## src/rtl/knn_pkg.sv

```systemverilog
// Shared types for the kNN reference streamer: coordinate width, dimension
// codes presented to the bit-distance unit, and controller states.
package knn_pkg;

    localparam int B = 32;

    typedef enum logic [1:0] {
        DIM_NONE = 2'b00,
        DIM_X    = 2'b01,
        DIM_Y    = 2'b10,
        DIM_Z    = 2'b11
    } dim_e;

    typedef enum logic [1:0] {
        ST_IDLE   = 2'b00,
        ST_READY  = 2'b01,
        ST_STREAM = 2'b10,
        ST_WAIT   = 2'b11
    } state_e;

    // x -> y -> z -> x rotation; anything unexpected restarts at x
    function automatic dim_e dim_next(input dim_e d);
        case (d)
            DIM_X:   return DIM_Y;
            DIM_Y:   return DIM_Z;
            default: return DIM_X;
        endcase
    endfunction

endpackage

```

## src/rtl/bit_interleaver.sv

```systemverilog
// Holds the query, plus working shift copies of query and reference, and
// emits one MSB-first bit per dimension in x,y,z rotation.
module bit_interleaver
    import knn_pkg::*;
#(
    parameter int B = knn_pkg::B
) (
    input  logic         clk,
    input  logic         rst,
    input  logic         q_load_i,
    input  logic [B-1:0] q_x_i,
    input  logic [B-1:0] q_y_i,
    input  logic [B-1:0] q_z_i,
    input  logic         r_load_i,
    input  logic [B-1:0] r_x_i,
    input  logic [B-1:0] r_y_i,
    input  logic [B-1:0] r_z_i,
    input  logic         adv_i,
    output logic         q_bit_o,
    output logic         r_bit_o,
    output dim_e         dim_o,
    output logic         dim_last_o
);

    logic [B-1:0] qx_q, qy_q, qz_q;
    logic [B-1:0] sqx_q, sqy_q, sqz_q;
    logic [B-1:0] srx_q, sry_q, srz_q;
    dim_e         dim_q;

    always_ff @(posedge clk) begin
        if (!rst) begin
            qx_q  <= '0;
            qy_q  <= '0;
            qz_q  <= '0;
            sqx_q <= '0;
            sqy_q <= '0;
            sqz_q <= '0;
            srx_q <= '0;
            sry_q <= '0;
            srz_q <= '0;
            dim_q <= DIM_X;
        end else begin
            if (q_load_i) begin
                qx_q <= q_x_i;
                qy_q <= q_y_i;
                qz_q <= q_z_i;
            end
            // The stored query stays intact so it can be replayed for every reference
            if (r_load_i) begin
                sqx_q <= qx_q;
                sqy_q <= qy_q;
                sqz_q <= qz_q;
                srx_q <= r_x_i;
                sry_q <= r_y_i;
                srz_q <= r_z_i;
                dim_q <= DIM_X;
            end else if (adv_i) begin
                dim_q <= dim_next(dim_q);
                if (dim_q == DIM_Z) begin
                    sqx_q <= {sqx_q[B-2:0], 1'b0};
                    sqy_q <= {sqy_q[B-2:0], 1'b0};
                    sqz_q <= {sqz_q[B-2:0], 1'b0};
                    srx_q <= {srx_q[B-2:0], 1'b0};
                    sry_q <= {sry_q[B-2:0], 1'b0};
                    srz_q <= {srz_q[B-2:0], 1'b0};
                end
            end
        end
    end

    always_comb begin
        q_bit_o = 1'b0;
        r_bit_o = 1'b0;
        case (dim_q)
            DIM_X: begin
                q_bit_o = sqx_q[B-1];
                r_bit_o = srx_q[B-1];
            end
            DIM_Y: begin
                q_bit_o = sqy_q[B-1];
                r_bit_o = sry_q[B-1];
            end
            DIM_Z: begin
                q_bit_o = sqz_q[B-1];
                r_bit_o = srz_q[B-1];
            end
            default: begin
                q_bit_o = 1'b0;
                r_bit_o = 1'b0;
            end
        endcase
    end

    assign dim_o      = dim_q;
    assign dim_last_o = (dim_q == DIM_Z);

endmodule

```

## src/rtl/ref_streamer.sv

```systemverilog
// Streams query/reference coordinates bit-serially to a bit-distance unit and
// records whether each reference was kept or terminated early.
//   state  | meaning
//   IDLE   | no query loaded
//   READY  | query held, accepting a reference point
//   STREAM | emitting 3*B interleaved beats
//   WAIT   | all beats sent, awaiting done/terminate
module ref_streamer
    import knn_pkg::*;
#(
    parameter int B = knn_pkg::B
) (
    input  logic         clk,
    input  logic         rst,
    input  logic         q_load,
    input  logic [B-1:0] q_x,
    input  logic [B-1:0] q_y,
    input  logic [B-1:0] q_z,
    input  logic         ref_valid,
    output logic         ref_ready,
    input  logic [B-1:0] ref_x,
    input  logic [B-1:0] ref_y,
    input  logic [B-1:0] ref_z,
    input  logic [15:0]  ref_idx,
    output logic         bdu_valid,
    output logic         q_bit,
    output logic         r_bit,
    output logic [1:0]   code,
    output logic [5:0]   bit_pos,
    input  logic         terminate,
    input  logic         done,
    output logic         res_valid,
    output logic         res_kept,
    output logic [15:0]  res_idx,
    output logic [15:0]  n_kept,
    output logic [15:0]  n_term,
    output logic         busy
);

    localparam logic [6:0] LAST_BEAT = 7'(3 * B - 1);

    state_e       state_q, state_d;
    logic [6:0]   beat_q;
    logic [5:0]   bitpos_q;
    logic [15:0]  idx_q;
    logic         res_valid_q, res_kept_q;
    logic [15:0]  res_idx_q, n_kept_q, n_term_q;

    logic         streaming, hs, q_accept, term_ev, done_ev;
    logic         il_q_bit, il_r_bit, il_dim_last;
    dim_e         il_dim;

    assign streaming = (state_q == ST_STREAM);
    assign bdu_valid = streaming && !terminate && !done;
    assign hs        = (state_q == ST_READY) && ref_valid;
    assign q_accept  = q_load && ((state_q == ST_IDLE) || (state_q == ST_READY));
    assign term_ev   = terminate && ((state_q == ST_STREAM) || (state_q == ST_WAIT));
    assign done_ev   = done && !terminate && (state_q == ST_WAIT);

    bit_interleaver #(.B(B)) u_interleaver (
        .clk        (clk),
        .rst        (rst),
        .q_load_i   (q_accept),
        .q_x_i      (q_x),
        .q_y_i      (q_y),
        .q_z_i      (q_z),
        .r_load_i   (hs),
        .r_x_i      (ref_x),
        .r_y_i      (ref_y),
        .r_z_i      (ref_z),
        .adv_i      (bdu_valid),
        .q_bit_o    (il_q_bit),
        .r_bit_o    (il_r_bit),
        .dim_o      (il_dim),
        .dim_last_o (il_dim_last)
    );

    always_ff @(posedge clk) begin
        if (!rst) begin
            state_q <= ST_IDLE;
        end else begin
            state_q <= state_d;
        end
    end

    always_comb begin
        state_d = state_q;
        case (state_q)
            ST_IDLE: begin
                if (q_load) state_d = ST_READY;
            end
            ST_READY: begin
                if (ref_valid) state_d = ST_STREAM;
            end
            ST_STREAM: begin
                if (terminate) begin
                    state_d = ST_READY;
                end else if (bdu_valid && (beat_q == LAST_BEAT)) begin
                    state_d = ST_WAIT;
                end
            end
            ST_WAIT: begin
                if (terminate || done) state_d = ST_READY;
            end
            default: state_d = ST_IDLE;
        endcase
    end

    always_ff @(posedge clk) begin
        if (!rst) begin
            beat_q      <= '0;
            bitpos_q    <= '0;
            idx_q       <= '0;
            res_valid_q <= 1'b0;
            res_kept_q  <= 1'b0;
            res_idx_q   <= '0;
            n_kept_q    <= '0;
            n_term_q    <= '0;
        end else begin
            res_valid_q <= term_ev || done_ev;
            res_kept_q  <= done_ev;
            if (term_ev || done_ev) res_idx_q <= idx_q;
            if (term_ev && (n_term_q != 16'hFFFF)) n_term_q <= n_term_q + 16'd1;
            if (done_ev && (n_kept_q != 16'hFFFF)) n_kept_q <= n_kept_q + 16'd1;

            if (hs) begin
                idx_q    <= ref_idx;
                beat_q   <= '0;
                bitpos_q <= 6'd1;
            end else if (bdu_valid) begin
                beat_q <= beat_q + 7'd1;
                // Bit position advances once per completed x,y,z triple
                if (il_dim_last) bitpos_q <= bitpos_q + 6'd1;
            end
        end
    end

    assign ref_ready = (state_q == ST_READY);
    assign busy      = (state_q == ST_STREAM) || (state_q == ST_WAIT);
    assign q_bit     = streaming ? il_q_bit : 1'b0;
    assign r_bit     = streaming ? il_r_bit : 1'b0;
    assign code      = streaming ? il_dim : 2'b00;
    assign bit_pos   = streaming ? bitpos_q : 6'd0;
    assign res_valid = res_valid_q;
    assign res_kept  = res_kept_q;
    assign res_idx   = res_idx_q;
    assign n_kept    = n_kept_q;
    assign n_term    = n_term_q;

endmodule

```

## config.mk

```make
export PLATFORM = sky130hd
export DESIGN_NAME = ref_streamer
export DESIGN_NICKNAME = d
export VERILOG_FILES = /design/src/rtl/knn_pkg.sv /design/src/rtl/bit_interleaver.sv /design/src/rtl/ref_streamer.sv
export SDC_FILE = /design/constraint.sdc
export NUM_CORES = 1
export LEC_CHECK = 0
export ABC_AREA = 1
export BUFFER_PORTS_ARGS = -buffer_cell sky130_fd_sc_hd__buf_2
export CORE_MARGIN = 2
export CORE_UTILIZATION = 42
export DETAILED_ROUTE_END_ITERATION = 8
export GPL_ROUTABILITY_DRIVEN = 0
export PLACE_DENSITY = 0.59
export SETUP_SLACK_MARGIN = 0.05
export SYNTH_ARGS = -nofsm -noshare
export SYNTH_HDL_FRONTEND = slang
export SYNTH_SLANG_ARGS = --single-unit
```

## constraint.sdc

```tcl
create_clock -name clk -period 2.4 [get_ports clk]
set_input_delay 0.12 -clock clk [delete_from_list [all_inputs] [get_ports clk]]
set_output_delay 0.12 -clock clk [all_outputs]
set_load 0.05 [all_outputs]
```

* Word-level counts from Yosys, hierarchy flattened
Index checks and enable logic that the tools add are counted.
Cells by class: $add $sub $neg 4, equality and inequality tests 13, muxes and demuxes 34, bitwise operators 1, reductions and logical operators 23
Operator list (count):
- two-way mux 32 bit | 18
- adder 16 x 1 -> 16 bit (second input constant) | 2
- inequality test 16 bit (second input constant) | 2
- two-way mux 2 bit | 6
- logical AND 1 bit | 10
- == test 2 bit (second input constant) | 4
- one-hot mux 2 bit (4 select lines) | 1
- adder 7 x 1 -> 7 bit (second input constant) | 1
- == test 7 bit (second input constant) | 1
- adder 6 x 1 -> 6 bit (second input constant) | 1
- two-way mux 6 bit | 1
- one-hot mux 1 bit (3 select lines) | 2
- two-way mux 1 bit | 5
- == test 2 x 1 -> 1 bit (second input constant) | 2
- logical OR 1 bit | 4
- inequality test 2 bit (second input constant) | 2
- one-hot mux 2 bit (2 select lines) | 1
- AND reduction 2 bit | 2
- AND reduction 4 bit | 1
- nonzero test 2 bit | 2
- inequality test 3 x 2 -> 1 bit (second input constant) | 1
- logical NOT 1 bit | 2
- logical NOT 2 bit | 1
- inequality test 2 x 1 -> 1 bit (second input constant) | 1
- other kinds (2) | 2
Storage, ports and cells: flip-flop bits (word level) 371, bits of input ports 214, output and inout bits 63

* Depth between registers and ports, before layout
Gate-level depths: netlist of run 1.
depth after elaboration 7, mapped depth 12

* Modules after synthesis
From an unflattened synthesis of run 1, not the netlist that was laid out.
Second synthesis, totals: cells, all modules 2456, area total of the unflattened synthesis 16534.6 um^2
By module, submodules not included:
- bit_interleaver | instances 1, cells each 1897, area an instance 12632.1 um^2
- ref_streamer | instances 1, cells each 559, area an instance 3902.5 um^2

* Worst setup path before layout of run 1
No wires, ideal clock.
path kind reg-to-reg, from register state_q[1], to register u_interleaver.sqx_q[23], library setup time 0.064 ns, data arrival time 1.948 ns, setup slack 0.387 ns, stages on the path, launching flop included 11, buffers on the path 2, clock period less this slack 2.013 ns, cells stage by stage dfxtp_1 -> inv_1 -> ha_1 -> nand2_1 -> inv_2 -> buf_2 -> buf_1 -> nand2_1 -> nand2_1 -> o21ai_1 -> nor2_1
Between the ends: elaborated cells on any way between the ends 9
RTL lines:
- start: declaration | RTL line ref_streamer.sv:42 | state_e state_q, state_d;
- start signal: assignment | RTL line ref_streamer.sv:82 | state_q <= state_d;
- == test 2 x 1 -> 1 bit (*)
- net ref_ready | RTL line ref_streamer.sv:20 | output logic ref_ready,
- logical AND 1 bit (*) | RTL line ref_streamer.sv:55 | assign hs = (state_q == ST_READY) && ref_valid;
- nonzero test 2 bit (no source line)
- AND reduction 2 bit (no source line)
- end signal: assignment | RTL line bit_interleaver.sv:50 | sqx_q <= qx_q;
- end signal: assignment | RTL line bit_interleaver.sv:60 | sqx_q <= {sqx_q[B-2:0], 1'b0};
- end: declaration | RTL line bit_interleaver.sv:26 | logic [B-1:0] sqx_q, sqy_q, sqz_q;
Mark *: on every way through the listed nets, which the timed path passes. The rest lies on a longest branch. A chain may end at the register's enable or synchronous reset.

* Worst setup path in the final report of run 1
from register state_q[0], to register u_interleaver.srx_q[29]
Between the ends: cells in the longest elaborated chain, start to end 5, elaborated cells on any way between the ends 9
RTL lines:
- == test 2 bit | RTL line ref_streamer.sv:53 | assign streaming = (state_q == ST_STREAM);
- logical AND 1 bit (2 in series) | RTL line ref_streamer.sv:54 | assign bdu_valid = streaming && !terminate && !done;
- nonzero test 2 bit (no source line)
- AND reduction 2 bit (no source line)
- end signal: assignment | RTL line bit_interleaver.sv:53 | srx_q <= r_x_i;
- end signal: assignment | RTL line bit_interleaver.sv:63 | srx_q <= {srx_q[B-2:0], 1'b0};
- end: declaration | RTL line bit_interleaver.sv:27 | logic [B-1:0] srx_q, sry_q, srz_q;
Several ways; a longest one is shown, not always the timed one.

==> results of run 1 <==
## logic make-up (layout without fill, tap and decap cells)
group	Yosys count	count (layout)	synth area share, %
XOR/XNOR	16	16	0.8726
other	0	3	0
AO/OA/AOI/OAI	400	400	12.54
flip-flops	371	371	46.25
adder cells (fa/ha/maj)	12	12	0.9349
buffers and inverters	221	651	5.937
AND/OR/NAND/NOR	1396	1396	33.47
## path summary, 6_finish.rpt
check	start	cells after the start	slack [ns]	to
setup / recovery	state_q[0]	10	0.29	u_interleaver.srx_q[29]
hold / removal	ref_z[22]	5	0.03	u_interleaver.srz_q[22]
setup reg to reg	state_q[0]	10	0.29	u_interleaver.srx_q[29]
hold reg to reg	u_interleaver.qz_q[27]	2	0.45	u_interleaver.qz_q[27]
## final cells by class
cell class / instances / area, um2
timing repair buffer: 508 / 3794
fill: 3619 / 16490
sequential: 371 / 7427
clock buffer: 66 / 1261
inverter: 71 / 281.5
multi-input combinational: 1824 / 7697
antenna: 3 / 7.507
tap: 511 / 639.4
clock inverter: 6 / 66.31
## synth_stat cells, drive strengths merged
library cell	n
clkbuf	87
a21oi	55
nand2	678
o22ai	1
nand4	12
xnor2	6
ha	12
buf	63
nor3	6
inv	71
nand3	31
o21ai	343
xor2	10
o21a	1
nor2	669
dfxtp	371
## worst max-delay path: cells and delay by family, from the launching register on
family	cells	cell delay, ns
buffers and inverters	3	0.60
AND/OR/NAND/NOR	5	0.52
flip-flops	1	0.38
adder cells (fa/ha/maj)	1	0.23
AO/OA/AOI/OAI	1	0.16
## state kept, by name (all words and copies together) (netlist names)
| name | count |
|---|---|
| u_interleaver.srz_q | 32 |
| res_kept | 1 |
| state_q | 2 |
| u_interleaver.dim_o | 2 |
| u_interleaver.srx_q | 32 |
| idx_q | 16 |
| n_kept | 16 |
| u_interleaver.sqy_q | 32 |
| res_valid | 1 |
| u_interleaver.sqx_q | 32 |
| bitpos_q | 6 |
| res_idx | 16 |
| u_interleaver.qy_q | 32 |
| u_interleaver.qz_q | 32 |
| u_interleaver.qx_q | 32 |
| n_term | 16 |
| u_interleaver.sqz_q | 32 |
| u_interleaver.sry_q | 32 |
| beat_q | 7 |
## stage by stage
step                      setup slack [ns]  utilization [%]  power (mW)  area [um2]
after CTS                           0.1843            56.18       21.60       21160
after detailed placement            0.2008            47.13       15.12       17750
after global placement              0.3147            47.13       14.98       17750
after floorplan                     0.3872                -       13.51       16060
final                               0.2886            56.22       21.42       21170
after global routing                0.1094            56.22       23.00       21170
## repair_timing
action                                  CTS  global route
hold buffers                            208             0
hold endpoints to repair                209             0
gates resized for setup                   0             2
endpoints found under the setup margin    0            53
## power by group through the flow
stage	Sequential (mW)	Clock, mW	Combinational, mW
after floorplan	8.69	0	4.82
after global placement	8.51	0	6.47
after detailed placement	8.55	0	6.57
after CTS	8.43	6.32	6.86
after global routing	8.61	6.57	7.82
final	8.43	6.17	6.82
## layer usage
layer,track usage (%),routed length (um)
met1,28.84,21220
met2,36.93,20210
met4,6.968,1306
met5,0,0
met3,3.105,1890
==> metrics.txt, run 1 <==
final cell count without fillers=3360; total internal power=13.73 mW; Post-Route Setup TNS=0 ns; clock-pin transition on the worst setup and hold timing paths=0.06 ns; cell area after synthesis=16060 um2; Period minus WS final=2.111 ns; Num CTS Buffers=41; GRT Util Overall=21.89%; IO Port Bufs=276; Cells after Synth=2416; Vias/cell=4.777; Critical Path RT=2.85 ns; ANT nets after route=0; DR WL/cell=13.28 um; Syn. warnings=0; max-cap violation count=0; RSZ-0062 raised after global routing=false; CTS H-Tree Depth=2; switching power=7.689 mW; Die H=199.5 um; clock root buffer master=clkbuf_16; Hold WS=0.03004 ns; Worst VDD drop=594.5 uV; layout cell share with drive strength beyond 1=13.46%; Cell Chain, Critical Path=inv_1 > ha_1 > nand2_2 > nor2_4 > nand2_4 > inv_4 > nor2_8 > buf_12 > o21ai_1 > nor2_1; P&R area growth vs syn=31.85%; placed cells=3077; Syn Area/Cell=6.647 um2; initial antenna violation count=3; synth unique cells=27; Slew HR=38.69%; routed via count=16050; Final HPWL DP=26.14 mm; PD cells=1011 nW/um2; worst slew pin tran=0.9197 ns; Final Hold Viols=0; status=completed; Seq/Total Area, Yosys=46.25%; HP Class=in -> reg; clock group share of total power=28.8%; clock buffer depth=3; fin. max-slew vios=0; Pleak=9.642 nW; drt first pass iters=5; row count=71; setup repair bufs after CTS=0; register bit count reported by yosys=371; largest area contributor in the netlist=dfxtp_1; combinational power share=31.8%; Post-Syn Nets=2642; Die W=199.5 um; CTS tree=built; vias in the first global route=15210; achievable frequency=473.6 MHz; first-pass GRT wire length=72.36 mm; drt drc=0; die area=39820 um2; type of origin of the critical path=flip-flop; crit-path max cell delay=0.46 ns; core region area=37670 um2; nets=3043; Worst setup EP type=flip-flop; I/O pin cnt=277; fin crit share=87.98%; Initial Utilization=42.64%; largest cells by area after synthesis=dfxtp_1 46%, nand2_1 16%, nor2_1 16%, o21ai_1 6.2%, o21ai_0 4.5%; Final Skew=0.02177 ns; grt ovf=0; final wirelength=44.63 mm; Critical Path AT=2.56 ns; Finish-stage setup viols=0; highest-count cells in the layout ignoring fill and taps=673 x nand2_1, 665 x nor2_1, 371 x dfxtp_1; CP Class=reg -> reg; Iter 0 DRT Violations=766; Sink Count=371; switching power share of the total=35.90%; Skew-Pair Late Insertion Delay=0.53 ns; CP max-delay cell=buf_12; largest net degree at the start of global routing=130; top-area cell type share of the netlist area=46.25%; critical path fanouts, max=129; Flop pwr share=39.4%; most common cell after layout, fill and taps aside=nand2_1
No activity file was read; power rests on OpenSTA's default activity.
==> inputs of run 2 (changes only) <==
==> constraint.sdc (replaced) <==
create_clock -name clk -period 2.4 [get_ports clk]
set_input_delay 0.36 -clock clk [delete_from_list [all_inputs] [get_ports clk]]
set_output_delay 0.36 -clock clk [all_outputs]
set_load 0.05 [all_outputs]
==> run 2 against run 1 <==
Die area unchanged. Core utilization down 5.8 points. Global-route usage down 1.7 points. Register-to-register slack worse by 0.10 ns. Clock-buffer cell count down 4. Worst hold slack better by 0.050 ns. Wire length down 7.6%. Clock power down 3%. Maximum frequency down 4.6%. Non-clock buffer count down 212. Critical endpoint is now u_interleaver.srz_q[0]. Highest routed layer is now met5.
==> metrics.txt, run 2 (same netlist as run 1, synthesis figures left out) <==
Skew-Pair Late Insertion Delay=0.53 ns (about the same); worst slew pin tran=0.9024 ns (-0.01731 ns); HP Class=in -> reg; Pleak=8.716 nW (-9.6%); dpl ws=0.2558 ns (+0.05502 ns); Multi-input gate area=7697 um2 (unchanged); Final Skew=0.01179 ns (-0.009977 ns); fin. max-slew vios=0 (unchanged); most common cell after layout, fill and taps aside=nand2_1; IO Port Bufs=276 (unchanged); Worst VDD drop=511.5 uV (-14%); drt first pass iters=5 (unchanged); RSZ-0062 raised after global routing=false; Final Hold Viols=0 (unchanged); Finish-stage setup viols=0 (unchanged); PnR worst setup slack=0.1865 ns (-0.1021 ns); ANT nets after route=0 (unchanged); layout cell share with drive strength beyond 1=14.42% (+0.96 points); hold endpoint=u_interleaver.qy_q[26]; worst reg2reg startpoint=state_q[0]; die area=39820 um2 (unchanged); fin crit share=92.23% (+4.3 points); P&R area growth vs syn=18.18%; drt drc=0 (unchanged); Post-Route Setup TNS=0 ns (unchanged); Num CTS Buffers=40 (-2.4%); beginning of the worst hold path=q_y[26]; clock buffer depth=3 (unchanged); Critical Path RT=2.85 ns (about the same); status=completed; critical path fanouts, max=169 (+31%); CTS tree=built; Final HPWL DP=25.74 mm (-1.5%); Die W=199.5 um (unchanged); nets=2830 (-7.0%); first-pass GRT wire length=67.24 mm (-7.1%); CP startpoint=state_q[0]; largest net degree at the start of global routing=170 (+31%); Initial Utilization=42.64% (unchanged); Iter 0 DRT Violations=806 (+5.2%); vias in the first global route=13880 (-8.7%); GRT Util Overall=20.23% (-1.7 points); achievable frequency=451.8 MHz (-4.6%); final wirelength=41.25 mm (-7.6%); Pwr Total=20.90 mW (-2.4%); max-cap violation count=0 (unchanged); routed via count=15070 (-6.1%); Slew HR=39.84% (+1.2 points); PD cells=1101 nW/um2 (+8.9%); Reg2Reg Setup Slack=0.19 ns (-0.10 ns); initial antenna violation count=5 (+2); Critical Path AT=2.67 ns (+0.11 ns); CTS H-Tree Depth=2 (unchanged); Period minus WS final=2.214 ns (+0.1021 ns); I/O pin cnt=277 (unchanged); row count=71 (unchanged); WHS Path Cells=3 (-2); DR WL/cell=13.09 um (-1.4%); core region area=37670 um2 (unchanged); Worst setup EP type=flip-flop; R2R cell count=10 (unchanged); grt ovf=0 (unchanged); Sink Count=371 (unchanged); clock root buffer master=clkbuf_16; Die H=199.5 um (unchanged); clock-pin transition on the worst setup and hold timing paths=0.06 ns (about the same); fin util=50.39% (-5.8 points); Vias/cell=4.783 (+0.13%); reg2reg end=u_interleaver.srz_q[0]; highest-count cells in the layout ignoring fill and taps=673 x nand2_1, 665 x nor2_1, 371 x dfxtp_1; type of origin of the critical path=flip-flop; CP Class=reg -> reg; FF/Latch Area=7427 um2 (unchanged); fillers=3947 (+9.1%)
==> run 2: area by class of cell <==
class | instances | area share [%]
inverter | 71 | 1.470
tap | 511 | 3.369
multi-input combinational | 1824 | 40.56
timing repair buffer | 296 | 8.662
clock inverter | 11 | 0.4615
clock buffer | 62 | 6.296
sequential | 371 | 39.13
antenna | 4 | 0.05274
==> run 2: worst max-delay path by stage <==
stage	to	slack [ns]	cells after the start
2_1_floorplan	u_interleaver.sqx_q[23]	0.39	10
3_3_place_gp	u_interleaver.sqy_q[0]	0.30	10
3_5_place_dp	u_interleaver.sqy_q[31]	0.26	10
4_1_cts	q_bit	0.12	8
5_1_grt	r_bit	0.05	8
6_report	u_interleaver.srz_q[0]	0.19	10
==> run 2: worst max-delay path: stages, from the launching register on <==
cell and delay, ns:
dfxtp_1 0.38, inv_1 0.09, ha_1 0.23, nand2_2 0.11, nor2_4 0.06, nand2_4 0.10, inv_4 0.06, nor2_8 0.14
buf_16 0.43, nand2_1 0.11, a21oi_1 0.16
==> run 2: layer usage <==
metal	global-route usage [%]	vias up	routed length, um
li1	-	7959	-
met1	28.32	6727	20010
met2	32.52	317	18270
met3	2.852	63	2110
met4	5.597	2	848
met5	0	-	13
==> run 2: metrics by stage <==
step                      cell area [um2]  std cells  hold WS [ns]
after global routing                18980       3150       0.08397
after detailed placement            17670       3073        0.4425
after global placement              17670       3073        0.4352
after floorplan                     16060       2416        0.4245
final                               18980       3150       0.08029
after CTS                           18950       3146       0.06102
==> run 2: power breakdown <==
| group | switching (mW) | total, mW | internal (mW) | leakage, nW |
|---|---|---|---|---|
| Sequential | 0.739 | 8.42 | 7.68 | 3.04 |
| Combinational | 4.37 | 6.48 | 2.11 | 5.04 |
| Clock | 2.47 | 6.01 | 3.54 | 0.639 |
==> run 2: timing repair <==
item / in CTS / in global routing
setup buffers: 0 / 0
hold endpoints to repair: 0 / 0
endpoints found under the setup margin: 0 / 3
resized for setup: 0 / 6
hold buffers: 0 / 0
==> inputs of run 3 (changes only) <==
--- a/config.mk
+++ b/config.mk
@@ -7,7 +7,6 @@
 export LEC_CHECK = 0
 export ABC_AREA = 1
 export BUFFER_PORTS_ARGS = -buffer_cell sky130_fd_sc_hd__buf_2
-export CORE_MARGIN = 2
 export CORE_UTILIZATION = 42
 export DETAILED_ROUTE_END_ITERATION = 8
 export GPL_ROUTABILITY_DRIVEN = 0
==> run 3 against run 2 <==
Die area shrank 2.0%. Clock skew grew 0.0063 ns. Global-route usage grew 0.54 points. Register-to-register slack gained 0.13 ns. Cell count grew 0.29%. Non-clock buffer count grew 5. First-iteration DRC count shrank 0.74%. Critical path depth shrank 2. Wire length shrank 0.33%. Clock power grew 10%. Critical path type is now reg -> out. Highest routed layer is now met4.
==> metrics.txt, run 3 (same netlist as run 1, synthesis figures left out) <==
status=completed; Skew-Pair Late Insertion Delay=0.55 ns (+0.02 ns); Iter 0 DRT Violations=800 (-0.74%); combinational power share=30.1% (-0.9 points); grt ovf=0 (unchanged); Placed Area=17730 um2 (+0.35%); Num CTS Buffers=42 (+5.0%); routed via count=15050 (-0.10%); highest-count cells in the layout ignoring fill and taps=673 x nand2_1, 664 x nor2_1, 371 x dfxtp_1; Final Skew=0.01808 ns (+0.006291 ns); final cell count without fillers=3159 (+0.29%); Critical Path AT=1.86 ns (-0.81 ns); fin crit share=92.38% (+0.15 points); total internal power=13.86 mW (+4.0%); fin. max-slew vios=0 (unchanged); Worst VDD drop=872.2 uV (+71%); largest net degree at the start of global routing=219 (+29%); CTS tree=built; vias in the first global route=13610 (-1.9%); clock group share of total power=30.8% (+2.1 points); Post-Route Setup TNS=0 ns (unchanged); die area=39020 um2 (-2.0%); GRT Util Overall=20.77% (+0.54 points); drt drc=0 (unchanged); Pleak=8.827 nW (+1.3%); core region area=37670 um2 (unchanged); P&R area growth vs syn=19.69%; worst slew pin tran=0.9017 ns (-0.0006733 ns); CTS H-Tree Depth=2 (unchanged); DR WL/cell=13.01 um (-0.61%); setup repair bufs after CTS=0 (unchanged); RSZ-0062 raised after global routing=true; Pwr Total=21.55 mW (+3.1%); Sink Count=371 (unchanged); IO Port Bufs=276 (unchanged); Final HPWL DP=25.82 mm (+0.34%); I/O pin cnt=277 (unchanged); Hold WS=0.05191 ns (-0.02838 ns); Period minus WS final=2.217 ns (+0.003659 ns); Vias/cell=4.765 (-0.38%); row count=71 (unchanged); clock root buffer master=clkbuf_16; first-pass GRT wire length=66.79 mm (-0.67%); drt first pass iters=4 (-1); switching power=7.697 mW (+1.5%); type of origin of the critical path=flip-flop; max-cap violation count=0 (unchanged); CP Class=reg -> out; Final Hold Viols=0 (unchanged); Critical Path RT=2.04 ns (-0.81 ns); nets=2837 (+0.25%); critical path fanouts, max=10 (-94%); Worst setup EP type=output pin; clock buffer depth=3 (unchanged); Flop pwr share=39.1% (-1.2 points); Initial Utilization=42.64% (unchanged); final wirelength=41.11 mm (-0.33%); Die W=197.5 um (-1.0%); switching power share of the total=35.71% (-0.56 points); most common cell after layout, fill and taps aside=nand2_1; initial antenna violation count=5 (unchanged); placed cells=3078 (+0.16%); Slew HR=39.89% (+0.045 points); Finish-stage setup viols=0 (unchanged); ANT nets after route=0 (unchanged); PD cells=1121 nW/um2 (+1.8%); achievable frequency=451.0 MHz (-0.16%); Finished Cell Area=19220 um2 (+1.3%); HP Class=in -> reg; Die H=197.5 um (-1.0%); layout cell share with drive strength beyond 1=14.91% (+0.49 points); clock-pin transition on the worst setup and hold timing paths=0.06 ns (about the same)
run 3: cell types whose count changed in the layout (fill, tap and decap cells not counted), sizes merged:
cell and change:
buf +5, bufinv +4, clkbuf -5, clkinv +3, clkinvlp +1, diode +2
inv -1
run 3: final timing paths:
kind,startpoint,endpoint,slack [ns],cells after the start
max reg2reg,state_q[0],res_idx[5],0.32,10
min reg2reg,u_interleaver.qz_q[22],u_interleaver.qz_q[22],0.45,2
min,q_x[25],u_interleaver.qx_q[25],0.05,3
max,state_q[0],r_bit,0.18,8
run 3: metrics by stage:
stage	util, %	setup slack (ns)
after floorplan	-	0.3872
after CTS	50.93	0.03553
after detailed placement	47.08	0.2572
after global routing	51.02	0.04137
final	51.03	0.1828
after global placement	47.08	0.2909
run 3: worst max-delay path: stages (launching register included):
cell,delay (ns)
dfxtp_1,0.35
inv_1,0.09
ha_1,0.18
buf_4,0.18
inv_2,0.06
nor2_2,0.11
nand2_1,0.08
inv_2,0.10
buf_6,0.17
run 3: layer usage:
metal	vias to the layer above	routed length [um]	global-route usage [%]
met4	0	956	7.551
li1	7989	-	-
met5	-	0	0
met1	6704	19990	27.97
met3	63	1899	3.124
met2	297	18270	33.59
run 3: cell type report:
type	instances	area, um2
timing repair buffer	301	1714
sequential	371	7427
clock inverter	18	247.7
antenna	6	15.01
clock buffer	57	1199
inverter	71	279.0
multi-input combinational	1824	7700
fill	3911	18450
tap	511	639.4
run 3: timing repair:
item / in CTS / in global routing
endpoints found under the setup margin: 2 / 4
endpoints found under the hold margin: 0 / 0
hold buffers: 0 / 0
resized for setup: 2 / 6
run 3: power by group through the flow:
stage               registers, mW  clock network, mW  logic, mW
floorplan                    8.69                  0       4.82
global placement             8.50                  0       6.42
detailed placement           8.55                  0       6.53
CTS                          8.43               6.82       6.56
global route                 8.61               7.07       7.46
finish                       8.43               6.63       6.49
